===== src/rtl/dds_pkg.sv =====
// Shared definitions for the DDS step controller: key indices, step increments,
// word width and FSM states.
package dds_pkg;

   localparam int STEP_W   = 32;
   localparam int NUM_KEYS = 6;

   typedef logic [2:0] key_idx_t;

   localparam key_idx_t KEY_COARSE_ADD = 3'd0;
   localparam key_idx_t KEY_COARSE_SUB = 3'd1;
   localparam key_idx_t KEY_MICRO_ADD  = 3'd2;
   localparam key_idx_t KEY_MICRO_SUB  = 3'd3;
   localparam key_idx_t KEY_NANO_ADD   = 3'd4;
   localparam key_idx_t KEY_NANO_SUB   = 3'd5;

   localparam logic [STEP_W-1:0] INC_COARSE = 32'd2147483;
   localparam logic [STEP_W-1:0] INC_MICRO  = 32'd214748;
   localparam logic [STEP_W-1:0] INC_NANO   = 32'd214;

   typedef enum logic [1:0] {IDLE, PUBLISH, HOLD} state_t;

   // Odd key indices subtract, even ones add; the pair selects the magnitude.
   function automatic logic [STEP_W-1:0] key_increment(input key_idx_t idx);
      case (idx)
         KEY_COARSE_ADD, KEY_COARSE_SUB: key_increment = INC_COARSE;
         KEY_MICRO_ADD,  KEY_MICRO_SUB:  key_increment = INC_MICRO;
         KEY_NANO_ADD,   KEY_NANO_SUB:   key_increment = INC_NANO;
         default:                        key_increment = '0;
      endcase
   endfunction

endpackage


===== src/rtl/key_debounce.sv =====
// Two-flop synchroniser and counter debouncer for one active-low key; emits the
// debounced pressed level and a one-cycle press pulse on each accepted 1->0 change.
module key_debounce #(
   parameter int unsigned DEBOUNCE_CYCLES = 500000
) (
   input  logic clk,
   input  logic reset,
   input  logic key_n_i,
   output logic pressed_o,
   output logic press_o
);

   localparam int CNT_W = (DEBOUNCE_CYCLES > 1) ? $clog2(DEBOUNCE_CYCLES) : 1;
   localparam logic [CNT_W-1:0] CNT_LAST = CNT_W'(DEBOUNCE_CYCLES - 1);

   logic             meta_q, sync_q;
   logic             state_q, state_d;
   logic             press_q, press_d;
   logic [CNT_W-1:0] cnt_q, cnt_d;

   // Any cycle where the synced level agrees with the accepted state restarts the count.
   always_comb begin
      cnt_d   = '0;
      state_d = state_q;
      press_d = 1'b0;
      if (sync_q != state_q) begin
         if (cnt_q == CNT_LAST) begin
            state_d = sync_q;
            press_d = ~sync_q;
         end else begin
            cnt_d = cnt_q + 1'b1;
         end
      end
   end

   always_ff @(posedge clk or posedge reset) begin
      if (reset) begin
         meta_q  <= 1'b1;
         sync_q  <= 1'b1;
         state_q <= 1'b1;
         press_q <= 1'b0;
         cnt_q   <= '0;
      end else begin
         meta_q  <= key_n_i;
         sync_q  <= meta_q;
         state_q <= state_d;
         press_q <= press_d;
         cnt_q   <= cnt_d;
      end
   end

   assign pressed_o = ~state_q;
   assign press_o   = press_q;

endmodule


===== src/rtl/dds_step_controller.sv =====
// Front-panel tuning-word adjuster: debounced keys, priority arbitration, saturating
// step arithmetic with auto-repeat, and a valid/ready publish to the phase accumulator.
module dds_step_controller
   import dds_pkg::*;
#(
   parameter int unsigned       DEBOUNCE_CYCLES = 500000,
   parameter int unsigned       REPEAT_DELAY    = 25000000,
   parameter int unsigned       REPEAT_PERIOD   = 5000000,
   parameter logic [STEP_W-1:0] STEP_INIT       = 32'd2147483,
   parameter logic [STEP_W-1:0] STEP_MIN        = 32'd214,
   parameter logic [STEP_W-1:0] STEP_MAX        = 32'd4294967081
) (
   input  logic              clk,
   input  logic              reset,
   input  logic [5:0]        key_n,
   output logic [STEP_W-1:0] step,
   output logic              step_valid,
   input  logic              step_ready,
   output logic              busy
);

   logic [NUM_KEYS-1:0] pressed, press;

   for (genvar i = 0; i < NUM_KEYS; i++) begin : g_key
      key_debounce #(.DEBOUNCE_CYCLES(DEBOUNCE_CYCLES)) u_db (
         .clk      (clk),
         .reset    (reset),
         .key_n_i  (key_n[i]),
         .pressed_o(pressed[i]),
         .press_o  (press[i])
      );
   end

   // Carry/borrow kept in bit 32 so the clamp sees the true result, never a wrapped one.
   function automatic logic [STEP_W-1:0] sat_apply(input logic [STEP_W-1:0] cur,
                                                   input key_idx_t          idx);
      logic [STEP_W:0] wide;
      if (idx[0]) wide = {1'b0, cur} - {1'b0, key_increment(idx)};
      else        wide = {1'b0, cur} + {1'b0, key_increment(idx)};
      if (idx[0] && wide[STEP_W])     return STEP_MIN;
      if (wide > {1'b0, STEP_MAX})    return STEP_MAX;
      if (wide < {1'b0, STEP_MIN})    return STEP_MIN;
      return wide[STEP_W-1:0];
   endfunction

   state_t            state_q;
   key_idx_t          active_q;
   logic [STEP_W-1:0] step_q, step_d;
   logic              valid_q, busy_q, repeat_mode_q;
   logic [31:0]       rep_cnt_q, rep_cnt_inc, rep_last;
   logic              press_any;
   key_idx_t          win_idx, apply_idx;

   always_comb begin
      press_any = |press;
      win_idx   = '0;
      for (int i = NUM_KEYS - 1; i >= 0; i--) begin
         if (press[i]) win_idx = key_idx_t'(i);
      end
   end

   assign apply_idx   = (state_q == IDLE) ? win_idx : active_q;
   assign step_d      = sat_apply(step_q, apply_idx);
   assign rep_cnt_inc = (&rep_cnt_q) ? rep_cnt_q : rep_cnt_q + 32'd1;
   assign rep_last    = repeat_mode_q ? 32'(REPEAT_PERIOD - 1) : 32'(REPEAT_DELAY - 1);

   // The repeat counter runs from each apply, so a long PUBLISH stall counts towards the next repeat.
   always_ff @(posedge clk or posedge reset) begin
      if (reset) begin
         state_q       <= IDLE;
         active_q      <= '0;
         step_q        <= STEP_INIT;
         valid_q       <= 1'b0;
         busy_q        <= 1'b0;
         rep_cnt_q     <= '0;
         repeat_mode_q <= 1'b0;
      end else begin
         case (state_q)
            IDLE: begin
               if (press_any) begin
                  active_q      <= win_idx;
                  step_q        <= step_d;
                  valid_q       <= 1'b1;
                  busy_q        <= 1'b1;
                  rep_cnt_q     <= '0;
                  repeat_mode_q <= 1'b0;
                  state_q       <= PUBLISH;
               end
            end
            PUBLISH: begin
               rep_cnt_q <= rep_cnt_inc;
               if (step_ready) begin
                  valid_q <= 1'b0;
                  if (pressed[active_q]) begin
                     state_q <= HOLD;
                  end else begin
                     state_q       <= IDLE;
                     busy_q        <= 1'b0;
                     rep_cnt_q     <= '0;
                     repeat_mode_q <= 1'b0;
                  end
               end
            end
            HOLD: begin
               if (!pressed[active_q]) begin
                  state_q       <= IDLE;
                  busy_q        <= 1'b0;
                  rep_cnt_q     <= '0;
                  repeat_mode_q <= 1'b0;
               end else if (rep_cnt_q >= rep_last) begin
                  step_q        <= step_d;
                  valid_q       <= 1'b1;
                  rep_cnt_q     <= '0;
                  repeat_mode_q <= 1'b1;
                  state_q       <= PUBLISH;
               end else begin
                  rep_cnt_q <= rep_cnt_inc;
               end
            end
            default: begin
               state_q <= IDLE;
               valid_q <= 1'b0;
               busy_q  <= 1'b0;
            end
         endcase
      end
   end

   assign step       = step_q;
   assign step_valid = valid_q;
   assign busy       = busy_q;

endmodule


===== config.mk =====
export PLATFORM = sky130hd
export DESIGN_NAME = dds_step_controller
export DESIGN_NICKNAME = d
export VERILOG_FILES = /design/src/rtl/dds_pkg.sv /design/src/rtl/key_debounce.sv /design/src/rtl/dds_step_controller.sv
export SDC_FILE = /design/constraint.sdc
export NUM_CORES = 1
export LEC_CHECK = 0
export CORE_UTILIZATION = 55
export DETAILED_ROUTE_END_ITERATION = 10
export GPL_ROUTABILITY_DRIVEN = 0
export HOLD_SLACK_MARGIN = 0.06
export MAX_ROUTING_LAYER = met4
export PLACE_DENSITY = 0.73
export RECOVER_POWER = 50
export REMOVE_ABC_BUFFERS = 1
export SYNTH_ARGS = -nofsm -noshare
export SYNTH_HDL_FRONTEND = slang
export SYNTH_SLANG_ARGS = --single-unit

===== constraint.sdc =====
create_clock -name clk -period 8.3 [get_ports clk]
set_input_delay 0.83 -clock clk [delete_from_list [all_inputs] [get_ports clk]]
set_output_delay 0.83 -clock clk [all_outputs]
set_load 0.05 [all_outputs]

## Yosys cells after proc, flatten, opt, wreduce, memory -nomap -nowiden

Cells that the tools add are included.

| cells by class | value |
|---|---|
| $add $sub $neg | 9 |
| magnitude comparators | 4 |
| eq/ne operators | 25 |
| mux-type cells | 80 |
| bitwise operators | 12 |
| reduce and logical (&&, ||, !) cells | 23 |

Operators with widths:

| operator | count |
|---|---|
| $mux W32 | 17 |
| $mux W19 | 12 |
| $add A19 B1 Y19 const B | 6 |
| $eq A19 B19 Y1 const B | 6 |
| $pmux W32 S3 | 1 |
| $pmux W22 S3 | 1 |
| $pmux W32 S2 | 1 |
| $add A32 B32 Y33 | 1 |
| $gt A33 B32 Y1 const B | 1 |
| $lt A33 B8 Y1 const B | 1 |
| $mux W33 | 1 |
| $sub A32 B32 Y33 | 1 |
| $add A32 B1 Y32 const B | 1 |
| $ge A32 B25 Y1 | 1 |
| $reduce_and A32 Y1 | 1 |
| $mux W1 | 29 |
| $mux W25 | 1 |
| $mux W3 | 7 |
| $reduce_and A2 Y1 | 9 |
| $not A1 Y1 | 12 |
| $mux W2 | 5 |
| $ne A2 B2 Y1 const B | 5 |
| $pmux W1 S3 | 3 |
| $reduce_and A4 Y1 | 2 |
| other kinds (19) | 28 |

| storage, ports and cells | value |
|---|---|
| register bits | 210 |
| input port bits | 9 |

## Logic depth before layout (Yosys ltp)

| logic depth | value |
|---|---|
| depth in word-level cells | 24 |
| mapped depth | 21 |
| mapped depth without buffers | 18 |

## By module

Synthesis repeated with hierarchy kept, for this count alone.

| second synthesis, totals | value |
|---|---|
| cells, all modules | 1432 |
| area, all modules | 13265.2 µm² |

Modules (own cells, without submodules):

| module | instances | cells an instance | area an instance (µm²) |
|---|---|---|---|
| dds_step_controller | 1 | 777 | 6341.1 |
| key_debounce (g_key[0].u_db ...) | 5 | 109 | 1158.6 |
| key_debounce (g_key[5].u_db) | 1 | 110 | 1131.1 |

## Worst setup path after synthesis

OpenSTA, ideal clock, no wires.

| timing path | value |
|---|---|
| path kind | register -> register |
| start | register state_q[0] |
| end | register step_q[5] (netlist: step[5]) |
| setup time | 124 ps |
| data arrival time | 4561 ps |
| setup slack | 3615 ps |
| cell stages (with the launch flop) | 19 |
| cell sequence | dfrtp_1 -> inv_1 -> ha_1 -> clkbuf_1 -> o21ai_0 -> o22ai_1 -> xnor2_1 -> mux2i_1 -> ha_1 -> a21oi_2 -> o21ai_2 -> a2111oi_4 -> a21o_2 -> a211oi_2 -> or3_4 -> a2111oi_0 -> and4b_1 -> a21oi_2 -> a211o_1 |

| between the ends | value |
|---|---|
| cells in the longest elaborated chain, start to end | 18 |
| elaborated cells on any way between the ends | 41 |

RTL lines:

| what | line | source |
|---|---|---|
| start: declaration | dds_step_controller.sv:46 | `state_t state_q;` |
| start signal: assignment | dds_step_controller.sv:70 | `state_q <= IDLE;` |
| start signal: assignment | dds_step_controller.sv:87 | `state_q <= PUBLISH;` |
| start signal: assignment | dds_step_controller.sv:95 | `state_q <= HOLD;` |
| $logic_not A2 Y1 | dds_step_controller.sv:62, dds_step_controller.sv:78 |  |
| $mux W3 | dds_step_controller.sv:62 | `assign apply_idx = (state_q == IDLE) ? win_idx : active_q;` |
| $eq A3 B3 Y1, or another cell as far along | dds_pkg.sv:25 | `case (idx)` |
| $reduce_or A2 Y1 | dds_pkg.sv:25 |  |
| $pmux W22 S3 | dds_pkg.sv:25 |  |
| $mux W32 | dds_step_controller.sv:38 | `if (idx[0]) wide = {1'b0, cur} - {1'b0, key_increment(idx)};` |
| $add A32 B32 Y33 or $sub A32 B32 Y33 (tied branches) | dds_step_controller.sv:39, dds_step_controller.sv:38 |  |
| $mux W33 | dds_step_controller.sv:38 |  |
| $lt A33 B8 Y1 | dds_step_controller.sv:42 | `if (wide < {1'b0, STEP_MIN}) return STEP_MIN;` |
| $mux W1 (2 in series) | dds_step_controller.sv:42 |  |
| $mux W1 | dds_step_controller.sv:41 | `if (wide > {1'b0, STEP_MAX}) return STEP_MAX;` |
| $mux W32 | dds_step_controller.sv:43 | `return wide[STEP_W-1:0];` |
| $mux W32 | dds_step_controller.sv:42 |  |
| $mux W32 | dds_step_controller.sv:41 |  |
| $mux W32 | dds_step_controller.sv:110 | `end else if (rep_cnt_q >= rep_last) begin` |
| $mux W32 | dds_step_controller.sv:105 | `if (!pressed[active_q]) begin` |
| $pmux W32 S2 | dds_step_controller.sv:78 | `case (state_q)` |
| end signal: assignment | dds_step_controller.sv:82 | `step_q <= step_d;` |
| end signal: assignment | dds_step_controller.sv:111 | `step_q <= step_d;` |
| end: declaration | dds_step_controller.sv:48 | `logic [STEP_W-1:0] step_q, step_d;` |

Several ways; a longest one is shown, not always the timed one. The select of a mux whose other input is x is not followed.
A chain may end at the register's enable or synchronous reset.

## Worst setup path in the final report

| timing path | value |
|---|---|
| start | register state_q[1] |
| end | register step_q[2] (netlist: step[2]) |

Same word-level chain as after synthesis.

==> flow_summary.ini <==
[floorplanning]
floorplan.rows = 54
dieHeight_um = 152
design.portCount = 43
start_util = 0.565
die-width_um = 152
die_area_um2 = 23200
core_area_um2 = 22000

[timing]
grt_setup_unrepaired = false
setup_violations = 0
worst_setup_slack_final_ns = 2.37
pin_slew_with_the_least_headroom_to_its_limit_ns = 5.58
final_hold_viols = 0
final_max_slew_viol_count = 133
fin_worst_hold_slack_ns = 0.351
fin_worst_skew_ns = 0.0102
finalSetupTns_ns = 0
maxClockFrequency_mhz = 169
layout_min_cycle_time_ns = 5.93
min_period_over_period = 0.715
slew-limit-headroom = -2.74

[route]
drt_drc_violations_left = 5
met2_length_um = 12200
num_vias = 10100
vias_per_cell = 5.89
drc_violation_total_after_the_first_tritonroute_iteration = 767
drt.antenna.violating_nets = 0
firstDrtPassIters = 8
route.top_layer_used = met4
met3WireLength_um = 1490
detail_route.wirelength_um = 27000
met1Wirelength_um = 12400
wl_per_cell_um = 15.8

[setup_path]
crit_chain = inv_1, ha_1, o21ai_0, o22ai_1, nor3b_1, ha_1, fa_1, nor2b_1, o31a_1, o21ai_1, a2111oi_1, o21ai_0, a21o_1, nand2_1, nand2_1, nor4bb_1, buf_4, a211oi_1
crit-reg2reg-launch = state_q[1]
cp_top_family = compound AO/OA/AOI/OAI gates
crit_path_start_kind = flop
r2r_end = step[2]
critPathCapture = step[2]
crit_fanout = 25
path_class = reg -> reg
worst-endpoint-required_ns = 8.70
worstRegToRegCells = 18
worst_path_largest_cell_delay_ns = 0.65
setup.reg_to_reg.worst_slack_ns = 2.37
setup_crit_start = state_q[1]
worst-path-buf-inv = 2
timing.critical_path.to_type = flop
arrival_ns = 6.33
critical-path-slowest-cell = sky130_fd_sc_hd__nor4bb_1
critical_path_depth = 18

[global_routing]
globalRoute.totalOverflow = 0
first_pass_grt_wire_length_um = 46900
groute.usage.overall = 0.250
antenna_found_initial = 0
grt_pass1_vias = 9652
grt_max_degree = 133

[clock_tree]
htree_levels = 1
clk_path_buf_depth = 3
clk_latency_ns = 0.54
worst_setup_hold_path_clk_slew_ns = 0.06
cts.sink_count = 210
number_of_cts_inserted_buffers = 25
cts_setup_buffers = 0
count_of_hold_buffers_inserted_by_post_cts_repair = 0
postCtsResizedCells = 0
root_buffer = sky130_fd_sc_hd__clkbuf_16
tritoncts = built

[synth]
yosys_most_used_dff = sky130_fd_sc_hd__dfrtp_1
postSynthAreaPerCell_um2 = 9.07
ys_ff_latch = 210
synthesis_warnings = 0
synth_sequential_area_ratio = 0.425
number_of_enable_type_register_cells_in_the_synthesized_netlist = 0
distinct_cell_type_count_after_synthesis = 76
synthArstFlopShare = 1.00
synth.cell_area_um2 = 12400
netlist_instances = 1371

[min_path]
hp-class = reg -> reg

[cells_and_area]
mostFrequentLayoutCells = 201 x sky130_fd_sc_hd__nor2_1, 183 x sky130_fd_sc_hd__dfrtp_1, 126 x sky130_fd_sc_hd__nand2_1
nets = 1470
antenna_cells = 0
layout.cells.most_common = sky130_fd_sc_hd__nor2_1
postLayoutCoreUtil = 0.635
fillCellCount = 1820
flow.area_growth_from_synthesis_pct = 12.5
post_route_cells_drive_above_1_share = 0.0701

[placement]
post-dp-hpwl_um = 19100
port-buffer-count = 42
pre_cts_setup_slack_ns = 2.46

[outcome]
failing_checks = DRC, capacitance limit, slew limit
run_status = finished with violations

[power_and_ir_drop]
worst_ir_drop_vdd_mv = 0.168
power.leakage_uw = 0.00628
power_per_cell_area_nw_per_um2 = 161

[run]
number_of_maximum_capacitance_constraint_violations = 1
## routing by layer
metal	track usage	up-vias
li1	-	4931
met3	0.0344	53
met1	0.341	4814
met2	0.384	255
met4	0.0816	0
met5	-	-
## flip-flops by register name, indices dropped and copies added, names as in the netlist, 2 cells and up
register / cells
active_q: 3
step: 32
g_key.u_db.cnt_q: 114
state_q: 2
g_key.u_db.press_o: 6
g_key.u_db.meta_q: 6
g_key.u_db.sync_q: 6
rep_cnt_q: 32
g_key.u_db.state_q: 6
## power breakdown
part	total, µW	internal (µW)	switching [µW]
combinational	44.9	11.1	33.7
clock	1160	711	445
sequential	1050	1040	9.22
## per-stage QoR
stage                     power, µW  instances  instance area [µm²]
after detailed placement       1110       1661                13100
after floorplan                1090       1332                12300
final                          2250       1707                14000
after CTS                      2280       1707                14000
after global routing           2320       1707                14000
after global placement         1110       1661                13100
## kinds of logic after synthesis
| group | synth area share |
|---|---|
| muxes | 0.0172 |
| and+or+nand+nor | 0.240 |
| xor gates and xnor gates | 0.105 |
| adders and majority gates | 0.0539 |
| buffers and inverters | 0.0230 |
| DFF | 0.425 |
| AOI/OAI and AO/OA | 0.136 |
## how the worst min path moves through the flow
stage                         startpoint                    to  slack, ns  cells past startpoint
floorplan           g_key[0].u_db.meta_q  g_key[0].u_db.sync_q       0.35                      0
global placement    g_key[2].u_db.meta_q  g_key[2].u_db.sync_q       0.35                      0
detailed placement  g_key[2].u_db.meta_q  g_key[2].u_db.sync_q       0.35                      0
CTS                 g_key[4].u_db.meta_q  g_key[4].u_db.sync_q       0.36                      0
global route        g_key[2].u_db.meta_q  g_key[2].u_db.sync_q       0.36                      0
finish              g_key[2].u_db.meta_q  g_key[2].u_db.sync_q       0.35                      0
## Yosys cell counts, drive strengths merged, types with 6 or more instances
library cell | instances | area (µm²)
nor2 | 201 | 754
ha | 52 | 651
nor4 | 17 | 106
a31oi | 6 | 37.5
nand4 | 33 | 206
nor2b | 11 | 68.8
o211ai | 7 | 52.6
xor2 | 84 | 736
nand3 | 71 | 355
nor3b | 8 | 60.1
and2 | 9 | 57.6
a211o | 9 | 80.1
nand4b | 6 | 52.6
nand2 | 126 | 473
dfstp | 27 | 709
nand2b | 23 | 144
a211oi | 11 | 87.6
a21o | 28 | 215
a21oi | 64 | 332
or3 | 14 | 92.6
inv | 34 | 128
mux2 | 9 | 101
a2111oi | 6 | 78.8
nor4b | 6 | 52.6
o21ai | 75 | 379
mux2i | 9 | 90.1
and3 | 30 | 188
and4 | 13 | 114
xnor2 | 65 | 569
clkbuf | 32 | 120
o21a | 12 | 90.1
nor3 | 29 | 145
buf | 7 | 38.8
dfrtp | 183 | 4580
## cell type report
class                   count  area [µm²]  share of cell area
repair buffers             49         473              0.0338
multi-input cells        1088        6860               0.491
flip-flops and latches    210        5290               0.378
clock inverters            14         198              0.0141
clock buffers              32         682              0.0488
inverters                  34         129             0.00922
well taps                 280         350              0.0251
(Power assumes the default switching activity.)
